File: config.mk
export PLATFORM = sky130hd
export DESIGN_NAME = my_design
export DESIGN_NICKNAME = d
export VERILOG_FILES = /design/src/rtl/my_design_pkg.sv /design/src/rtl/my_design_sync_chain.sv /design/src/rtl/my_design.sv
export SDC_FILE = /design/constraint.sdc
export NUM_CORES = 1
export LEC_CHECK = 0
export CORE_AREA = 8 8 45 47
export CTS_BUF_LIST = sky130_fd_sc_hd__clkbuf_16
export DETAILED_ROUTE_END_ITERATION = 8
export DIE_AREA = 0 0 53 55
export SLEW_MARGIN = 20
export SYNTH_ARGS = -nofsm -noshare
export SYNTH_HDL_FRONTEND = slang
export SYNTH_SLANG_ARGS = --single-unit
File: constraint.sdc
create_clock -name clk -period 0.85 [get_ports clk]
set_input_delay 0.085 -clock clk [delete_from_list [all_inputs] [get_ports clk]]
set_output_delay 0.085 -clock clk [all_outputs]
set_load 0.1 [all_outputs]
File: src/rtl/my_design_pkg.sv
// Shared defaults and sizing helpers for the my_design input conditioner.
package my_design_pkg;

  localparam int SYNC_STAGES_DEF   = 2;
  localparam int STABLE_CYCLES_DEF = 3;

  // Counter must hold values 0 .. STABLE_CYCLES-1 without wrapping.
  function automatic int cnt_width(input int stable_cycles);
    return $clog2(stable_cycles + 1);
  endfunction

endpackage

File: src/rtl/my_design_sync_chain.sv
// Multi-flop synchroniser bringing an asynchronous level into the clk domain.
module sync_chain #(
  parameter int   SYNC_STAGES = 2,
  parameter logic RESET_VAL   = 1'b0
) (
  input  logic clk,
  input  logic reset,
  input  logic d,
  output logic q
);

  if (SYNC_STAGES < 2) begin : g_bad_stages
    $error("sync_chain: SYNC_STAGES must be >= 2");
  end

  logic [SYNC_STAGES-1:0] sync_q;
  logic [SYNC_STAGES-1:0] sync_d;

  always_comb begin
    sync_d = {sync_q[SYNC_STAGES-2:0], d};
  end

  // NOTE: sequential state uses non-blocking assignments so every flop samples
  // the pre-edge value of its neighbour; blocking here would collapse the chain.
  always_ff @(posedge clk or posedge reset) begin
    if (reset) sync_q <= {SYNC_STAGES{RESET_VAL}};
    else       sync_q <= sync_d;
  end

  assign q = sync_q[SYNC_STAGES-1];

endmodule

File: src/rtl/my_design.sv
// Input conditioner: synchronises 'in', then passes a new level to 'out' only
// after it has persisted for STABLE_CYCLES consecutive clk edges.
module my_design
  import my_design_pkg::*;
#(
  parameter int   SYNC_STAGES   = SYNC_STAGES_DEF,
  parameter int   STABLE_CYCLES = STABLE_CYCLES_DEF,
  parameter logic RESET_VAL     = 1'b0
) (
  input  logic clk,
  input  logic reset,
  input  logic in,
  output logic out
);

  if (STABLE_CYCLES < 1) begin : g_bad_stable
    $error("my_design: STABLE_CYCLES must be >= 1");
  end

  localparam int              CNT_W    = cnt_width(STABLE_CYCLES);
  localparam logic [CNT_W-1:0] CNT_LAST = CNT_W'(STABLE_CYCLES - 1);

  logic             s;
  logic             out_q, out_d;
  logic [CNT_W-1:0] cnt_q, cnt_d;

  sync_chain #(
    .SYNC_STAGES (SYNC_STAGES),
    .RESET_VAL   (RESET_VAL)
  ) u_sync (
    .clk   (clk),
    .reset (reset),
    .d     (in),
    .q     (s)
  );

  // NOTE: every always_comb output gets a default before any branch, so no
  // path leaves it unassigned and no latch is inferred.
  always_comb begin
    out_d = out_q;
    cnt_d = '0;
    if (s != out_q) begin
      if (cnt_q == CNT_LAST) out_d = s;
      else                   cnt_d = cnt_q + CNT_W'(1);
    end
  end

  always_ff @(posedge clk or posedge reset) begin
    if (reset) begin
      out_q <= RESET_VAL;
      cnt_q <= '0;
    end else begin
      out_q <= out_d;
      cnt_q <= cnt_d;
    end
  end

  assign out = out_q;

endmodule

==> flow_summary.json <==
{
  "yosys.area.top_type_share_pct": 69.9,
  "layoutNonFillerInstCount": 36,
  "die_y_um": 55,
  "clk_latency_ns": 0.23,
  "cts_tree": "built",
  "met1_length_um": 128,
  "ctsHtreeMaxLevel": 1,
  "leakage_nw": 0.161,
  "highest_layer": "met4",
  "syn_nets": 14,
  "root_buffer": "clkbuf_16",
  "ys_ff_latch": 5,
  "dr_wl_met2_um": 177,
  "post-place-ws_ns": -0.105,
  "drtIter0Drc": 0,
  "crit_slowest_cell": "dfrtp_4",
  "grt_pass1_vias": 166,
  "synth_largest_area_cell": "dfrtp_1",
  "clockBufferDepth": 2,
  "cp_max_fo": 3,
  "maxSlewViolCount": 0,
  "mostFrequentLayoutCells": "dfrtp_1, clkbuf_16, inv_1, clkdlybuf4s50_1, buf_4",
  "drc_errors": 0,
  "n_antenna_cell": 0,
  "cp-start-kind": "flop",
  "setup_ws_ns": -0.139,
  "grt_max_degree": 6,
  "ys_seq_area_share_pct": 69.9,
  "p_per_area_mw_per_mm2": 4880,
  "period_minus_slack_ns": 0.989,
  "setup_viol": 4,
  "synth_cells": 11,
  "fin_crit_sh_pct": 116,
  "die-area_sq_mm": 0.00292,
  "dr_total_vias": 116,
  "yosys-top-cells-area": "dfrtp_1, mux2_4, nor2b_4",
  "path_buf_inv": 1,
  "grt.overflow.total": 0,
  "rows": 14,
  "nNetsFinal": 24,
  "required_ns": 0.76,
  "synthDistinctLibCells": 7,
  "worstPathArrival_ns": 0.90,
  "syn_area_sq_um": 179,
  "place_inst": 31,
  "routed_via_density": 3.22,
  "fillCellCount": 150,
  "syn2layout_area_growth_pct": 97.9,
  "worstSetupPathType": "reg2out",
  "violations": "negative setup slack",
  "place.gp.congestion": 0.537,
  "min-delay-path-class": "in2async",
  "avgSynthCellArea_sq_um": 16.3,
  "tightest_slew_ns": 0.191,
  "path_delay_family": "flip-flops",
  "cts_sinks": 5,
  "grt_usage_pct": 4.06,
  "wire_per_inst_um": 10.5,
  "numCtsBuffers": 3,
  "maxCapViolations": 0,
  "grt_pass1_wl_um": 690,
  "antenna_found_initial": 0,
  "rsz0062_at_grt": "yes",
  "io_buffers": 3,
  "start_util_pct": 12.9,
  "slew_headroom_pct": 87.2,
  "timing.fmax_ghz": 1.01,
  "drt_pass1_iterations": 1,
  "yosysWarnings": 0,
  "wl_met3_um": 48,
  "hold_viol": 0,
  "path_cells": "buf_12",
  "die-width_um": 53,
  "ir_drop_mv": 1.14,
  "drt-total-wl_um": 377,
  "end_kind": "output pin",
  "status": "complete, but fails checks",
  "pin_count": 4,
  "clkTransAtPathRegs_ns": 0.03,
  "ant_nets": 0,
  "drive_above_1_share_pct": 60.0,
  "total_power_mw": 1.73,
  "final_common_cell": "dfrtp_1",
  "skew_ns": 0.00108,
  "coreArea_sq_mm": 0.00138,
  "cpPeakStageDelay_ns": 0.50
}
-- logic make-up after synthesis --
group | share of synthesized area [%]
and+or+nand+nor | 14.7
muxes | 8.39
xor gates and xnor gates | 4.90
buffers and inverters | 2.10
DFF | 69.9
-- where the power goes --
group | internal (mW) | switching, mW | total, mW
registers | 0.326 | 0.0777 | 0.403
logic | 0.278 | 0.281 | 0.559
clock network | 0.609 | 0.158 | 0.767
total | 1.21 | 0.516 | 1.73
-- registers in the layout (all words and copies together), names as in the netlist --
name / count
cnt_q: 2
u_sync.sync_q: 2
out: 1
-- cells in the mapped netlist --
library cell	instances
dfrtp_1	5
inv_1	1
mux2_4	1
nor2b_4	1
nor3_1	1
nor3b_1	1
xnor2_1	1
-- metrics by stage --
step / setup TNS (ns) / util, % / area [sq um] / hold slack, ns
floorplan: -0.509 / - / 190 / -0.136
global placement: -0.108 / 18.6 / 258 / 0.287
detailed placement: -0.194 / 18.6 / 258 / 0.318
CTS: -0.348 / 25.2 / 349 / 0.0858
global route: -0.406 / 25.6 / 354 / 0.103
finish: -0.275 / 25.6 / 354 / 0.0688
-- metal layers --
layer	vias up	GRT usage [%]
met5	-	0
met4	0	7.76
met3	2	3.74
met2	6	4.88
met1	56	2.61
li1	52	-
-- path summary, 6_finish.rpt --
path	startpoint	endpoint	slack, ns	cells past startpoint
max	out	out	-0.14	1
min	reset	cnt_q[1]	0.07	2
max reg2reg	cnt_q[0]	out	-0.09	2
min reg2reg	u_sync.sync_q[0]	u_sync.sync_q[1]	0.35	0
max in group asynchronous	reset	out	0.59	2
min in group clk	in	u_sync.sync_q[0]	0.30	1
-- area by class of cell --
type,instances,area [sq um],area share [%]
sequential,5,129,36.4
clock buffer,3,75.1,21.2
multi-input combinational,5,67.6,19.1
timing repair buffer,5,55.1,15.5
tap,16,20.0,5.65
clock inverter,1,3.75,1.06
inverter,1,3.75,1.06
-- timing repair --
item,CTS,global route
setup buffers,1,0
gates cloned,0,0
setup endpoints to repair,4,4
resized for setup,1,1
hold buffers,0,0
pin swaps,1,1
No activity file was read; power rests on OpenSTA's default activity.
